===== config.mk =====
export PLATFORM = sky130hd
export DESIGN_NAME = prog_loader_flat
export DESIGN_NICKNAME = d
export VERILOG_FILES = /design/src/rtl/prog_loader_if.sv /design/src/rtl/prog_loader.sv /design/src/flat_wrapper.sv
export SDC_FILE = /design/constraint.sdc
export NUM_CORES = 1
export LEC_CHECK = 0
export ABC_AREA = 0
export BUFFER_PORTS_ARGS = -buffer_cell sky130_fd_sc_hd__buf_2
export CELL_PAD_IN_SITES_DETAIL_PLACEMENT = 0
export CELL_PAD_IN_SITES_GLOBAL_PLACEMENT = 1
export CORE_ASPECT_RATIO = 1.1
export CORE_MARGIN = 10
export CORE_UTILIZATION = 30
export CTS_CLUSTER_DIAMETER = 100
export DETAILED_ROUTE_END_ITERATION = 8
export PLACE_DENSITY = 0.58
export SLEW_MARGIN = 10
export SYNTH_ARGS = -nofsm -noshare
export SYNTH_HDL_FRONTEND = slang
export SYNTH_SLANG_ARGS = --single-unit

===== constraint.sdc =====
create_clock -name clk -period 2.3 [get_ports clk]
set_input_delay 0.23 -clock clk [delete_from_list [all_inputs] [get_ports clk]]
set_output_delay 0.23 -clock clk [all_outputs]
set_load 0.05 [all_outputs]

===== src/rtl/prog_loader_if.sv =====
// Byte-stream and instruction-memory write bundle for the program loader.
interface prog_loader_if #(
    parameter int ADDR_W = 8
);
    logic [7:0]        byte_data;
    logic              byte_valid;
    logic              byte_ready;
    logic              imem_we;
    logic [ADDR_W-1:0] imem_addr;
    logic [31:0]       imem_wdata;

    modport master (
        output byte_data, byte_valid,
        input  byte_ready, imem_we, imem_addr, imem_wdata
    );

    modport slave (
        input  byte_data, byte_valid,
        output byte_ready, imem_we, imem_addr, imem_wdata
    );
endinterface


===== src/rtl/prog_loader.sv =====
// Streams a length-prefixed, XOR-checksummed program into instruction
// memory and releases the CPU from reset only after a clean load.
module prog_loader #(
    parameter int ADDR_W = 8
) (
    input  logic           clk,
    input  logic           rst,
    input  logic           load_req,
    prog_loader_if.slave   bus,
    output logic           cpu_rst,
    output logic           done,
    output logic           error
);

    typedef enum logic [2:0] {
        S_LEN0, S_LEN1, S_DATA, S_CSUM, S_DONE, S_ERR
    } state_t;

    localparam logic [16:0]   MAX_N = 17'(1) << ADDR_W;
    localparam logic [ADDR_W:0] ONE = (ADDR_W+1)'(1);

    state_t            state, state_n;
    logic [7:0]        len_lo;
    logic [15:0]       len;
    logic              len_bad;
    logic [ADDR_W:0]   nwords;
    logic [ADDR_W:0]   wcnt;
    logic [ADDR_W:0]   wcnt_inc;
    logic [1:0]        bcnt;
    logic [23:0]       wbuf;
    logic [7:0]        csum;
    logic              accept;
    logic              word_done;

    assign accept   = bus.byte_valid && bus.byte_ready;
    assign len      = {bus.byte_data, len_lo};
    assign len_bad  = {1'b0, len} > MAX_N;
    assign wcnt_inc = wcnt + ONE;

    always_comb begin
        state_n   = state;
        word_done = 1'b0;
        if (load_req) begin
            state_n = S_LEN0;
        end else if (accept) begin
            unique case (state)
                S_LEN0: state_n = S_LEN1;
                S_LEN1: begin
                    if (len_bad)
                        state_n = S_ERR;
                    else if (len == 16'd0)
                        state_n = S_CSUM;
                    else
                        state_n = S_DATA;
                end
                S_DATA: begin
                    if (bcnt == 2'd3) begin
                        word_done = 1'b1;
                        if (wcnt_inc == nwords)
                            state_n = S_CSUM;
                    end
                end
                S_CSUM: begin
                    if (bus.byte_data == csum)
                        state_n = S_DONE;
                    else
                        state_n = S_ERR;
                end
                default: state_n = state;
            endcase
        end
    end

    always_ff @(posedge clk) begin
        if (rst) begin
            state          <= S_LEN0;
            bus.byte_ready <= 1'b1;
            bus.imem_we    <= 1'b0;
            bus.imem_addr  <= '0;
            bus.imem_wdata <= '0;
            cpu_rst        <= 1'b1;
            done           <= 1'b0;
            error          <= 1'b0;
            len_lo         <= '0;
            nwords         <= '0;
            wcnt           <= '0;
            bcnt           <= '0;
            wbuf           <= '0;
            csum           <= '0;
        end else begin
            state          <= state_n;
            bus.byte_ready <= state_n inside {S_LEN0, S_LEN1, S_DATA, S_CSUM};
            cpu_rst        <= state_n != S_DONE;
            done           <= state_n == S_DONE;
            error          <= state_n == S_ERR;
            bus.imem_we    <= word_done;
            if (load_req) begin
                wcnt <= '0;
                bcnt <= '0;
                wbuf <= '0;
                csum <= '0;
            end else if (accept) begin
                if (state == S_LEN0)
                    len_lo <= bus.byte_data;
                if (state == S_LEN1)
                    nwords <= len[ADDR_W:0];
                if (state == S_DATA) begin
                    csum <= csum ^ bus.byte_data;
                    bcnt <= bcnt + 2'd1;
                    wbuf <= {bus.byte_data, wbuf[23:8]};
                end
                // wbuf already holds bytes 0..2 in little-endian order
                if (word_done) begin
                    bus.imem_addr  <= wcnt[ADDR_W-1:0];
                    bus.imem_wdata <= {bus.byte_data, wbuf};
                    wcnt           <= wcnt_inc;
                end
            end
        end
    end

endmodule


===== src/flat_wrapper.sv =====
// flat-port wrapper written by rule: the top's interface ports become plain ports
module prog_loader_flat 
#(
    parameter int ADDR_W = 8
)
  (clk, rst, load_req, cpu_rst, done, error, bus_byte_data, bus_byte_valid, bus_byte_ready, bus_imem_we, bus_imem_addr, bus_imem_wdata);
  prog_loader_if #(.ADDR_W(ADDR_W)) bus_i ();
  input  logic clk;
  input  logic rst;
  input  logic load_req;
  output logic cpu_rst;
  output logic done;
  output logic error;
  input wire logic [$bits(bus_i.byte_data)-1:0] bus_byte_data;
  input wire logic [$bits(bus_i.byte_valid)-1:0] bus_byte_valid;
  output wire logic [$bits(bus_i.byte_ready)-1:0] bus_byte_ready;
  output wire logic [$bits(bus_i.imem_we)-1:0] bus_imem_we;
  output wire logic [$bits(bus_i.imem_addr)-1:0] bus_imem_addr;
  output wire logic [$bits(bus_i.imem_wdata)-1:0] bus_imem_wdata;
  assign bus_i.byte_data = bus_byte_data;
  assign bus_i.byte_valid = bus_byte_valid;
  assign bus_byte_ready = bus_i.byte_ready;
  assign bus_imem_we = bus_i.imem_we;
  assign bus_imem_addr = bus_i.imem_addr;
  assign bus_imem_wdata = bus_i.imem_wdata;
  prog_loader #(.ADDR_W(ADDR_W)) u_core (.clk(clk), .rst(rst), .load_req(load_req), .bus(bus_i), .cpu_rst(cpu_rst), .done(done), .error(error));
endmodule

==> out/metrics.yaml <==
hpwlAfterDp_mm: 7.936
synth-seq-area-share: 0.5066
finalCriticalPeriod_ps: 1890
yosys.cell_count.top_type: "nand2_1"
dp_worst_setup_slack_ps: 415.9
yosys_warnings: 0
synth_edf_count: 0
cts_buffer_depth: 2
async_flop_share: 0
min_from: "bus_byte_data[3]"
worst-setup-path-type: "register to register"
seqCellArea_um2: 2162
finalSetupTns_ps: 0
synth_ff_type: "dfxtp_1"
slew_headroom: 0.7338
synth_area_leaders: "dfxtp_1 51%, nand2_1 14%, a21oi_1 10%"
area_growth_pct: 18.09
cts_sinks: 108
synth_seq_cells: 108
fillCellCount: 1512
critical_path.startpoint: "u_core.bcnt[0]"
grt_pass1_wl_mm: 18.68
hold_viol_final: 0
r2r_end: "u_core.wcnt[8]"
syn_area_um2: 4268
cts_setup_buffers: 0
endpoint_kind: "register"
num_vias: 3583
outcome: "complete, no violations"
track_usage: 0.1186
pin_count: 57
setup_viol: 0
first_iter_violations: 206
final_nets: 585
synth_commonest_cells: "159 x nand2_1, 108 x dfxtp_1, 85 x a21oi_1"
path_max_fanout: 17
hp-class: "primary input to register"
initial_core_util: 0.3081
dieArea_um2: 19400
wl_mm: 11.14
cts_made_buffers: 9
worst_pin_slew_ps: 395.6
yosys.area.top_type: "dfxtp_1"
cts_resized: 0
crit_end: "u_core.wcnt[8]"
synth_top_area_share: 0.5066
drv_cap: 0
clk_transition_reported_paths_ps: 70
clock_latency_ps: 350
ctsHtreeMaxLevel: 3
syn_area_per_cell_um2: 8.160
die_h_um: 145.1
rrSetupSlack_ps: 410
grt_max_degree: 33
ir_drop_v: 0.0003225
hold_depth: 3
powerDensity_nw_per_um2: 691.8
rsz0062_at_grt: "false"
diodes: 0
postSynthCellCount: 523
routedWlPerCell_um: 14.60
holdBufCountCts: 0
antenna_found_initial: 0
report.final.slew_viol_count: 0
synthesis.nets: 537
layout_setup_ws_ps: 409.7
viasPerCell: 4.696
multi_input_area_um2: 1966
overflow: 0
cts_tree: "yes"
min_period_over_period: 0.8219
drt_pre_antenna_iters: 4
ant_nets: 0
fp.coreArea_um2: 13850
port_buffers: 56
max_freq_mhz: 529.0
drive_above_1_share: 0.1583
grt_pass1_vias: 3586
p_leak_nw: 1.834
finalWeightedCongestion: 0.7910
r2r-start: "u_core.bcnt[0]"
cp-start-kind: "register"
rows: 45
root_buffer: "clkbuf_16"
die_x_um: 133.7
critical_path_arrival_ps: 2120
timing.hold.ws_ps: 172.8
drc_errors: 0
ys_types: 44
cp.required_ps: 2530
clock_skew_ps: 8.034
reg2reg_depth: 6
## power breakdown
part	leakage, nW	internal (mW)	switching, mW	total [mW]
Sequential	0.871	1.88	0.00970	1.89
Combinational	0.832	0.0378	0.0888	0.127
Clock	0.131	0.762	0.710	1.47
## metrics by stage
stage,instances,util,total power [mW],cell area (um2)
finish,763,0.3639,3.487,5040
global route,763,0.3639,3.623,5040
CTS,763,0.3639,3.540,5040
detailed placement,748,0.3439,2.059,4763
global placement,748,0.3439,2.058,4763
floorplan,523,-,2.002,4268
## cells by family (layout without fill, tap and decap cells)
logic type,after synthesis,in the layout,synth area share
AND/OR/NAND/NOR,235,235,0.2448
AO/OA/AOI/OAI,105,105,0.1334
buffers and inverters,37,89,0.03489
multiplexers,2,2,0.004691
XOR/XNOR,34,34,0.06977
flip-flops,108,108,0.5066
adder cells (fa/ha/maj),2,2,0.005862
## final cells by class
class | instances | area share
flip-flops and latches | 108 | 0.4290
multi-input cells | 378 | 0.3900
repair buffers | 70 | 0.07646
clock buffers | 10 | 0.04742
well taps | 188 | 0.04667
clock inverters | 5 | 0.007448
inverters | 4 | 0.002979
## registers in the layout, indices dropped and copies added (netlist names)
signal / count
u_core.bus.imem_wdata: 32
u_core.nwords: 9
u_core.state: 3
u_core.wbuf: 24
u_core.bus.byte_ready: 1
u_core.len_lo: 8
u_core.error: 1
u_core.wcnt: 9
u_core.bus.imem_addr: 8
u_core.done: 1
u_core.csum: 8
u_core.cpu_rst: 1
u_core.bus.imem_we: 1
u_core.bcnt: 2
## worst max-delay path, cell delays in order (launching register included)
cell and delay [ps]:
dfxtp_1 360, ha_1 180, nand2_1 110, or4_4 590
nor4_4 320, xnor2_1 140, nor2_1 60
## cell usage in the layout (no fill, tap or decap), types with 2 or more instances in the layout
cell type   count
nand2_1       159
dfxtp_1       108
a21oi_1        85
buf_2          56
nor2_1         25
xor2_1         24
nand3_1        21
buf_4          14
xnor2_1        10
clkbuf_16       9
nor4_1          5
inv_1           4
o21ai_0         4
nand4_1         3
and3_1          3
or4_1           3
o21bai_1        3
nor4_4          2
or3_1           2
and3b_1         2
a31oi_1         2
mux2i_1         2
o221ai_1        2
ha_1            2
clkinvlp_4      2
## per-layer routing
layer / part of all wire / GRT usage
met5: 0 / 0
met3: 0.041 / 0.02759
met1: 0.50 / 0.1564
met2: 0.43 / 0.1776
met4: 0.020 / 0.05719
## worst min-delay path by stage
stage | end | slack (ps)
after floorplan | u_core.bus.byte_ready | 360
after global placement | u_core.bus.imem_wdata[10] | 440
final | u_core.bus.imem_wdata[27] | 170
after detailed placement | u_core.bus.imem_wdata[10] | 450
after CTS | u_core.bus.imem_wdata[27] | 160
after global routing | u_core.bus.imem_wdata[27] | 190
Note: power is estimated with default switching activity, not from simulation.
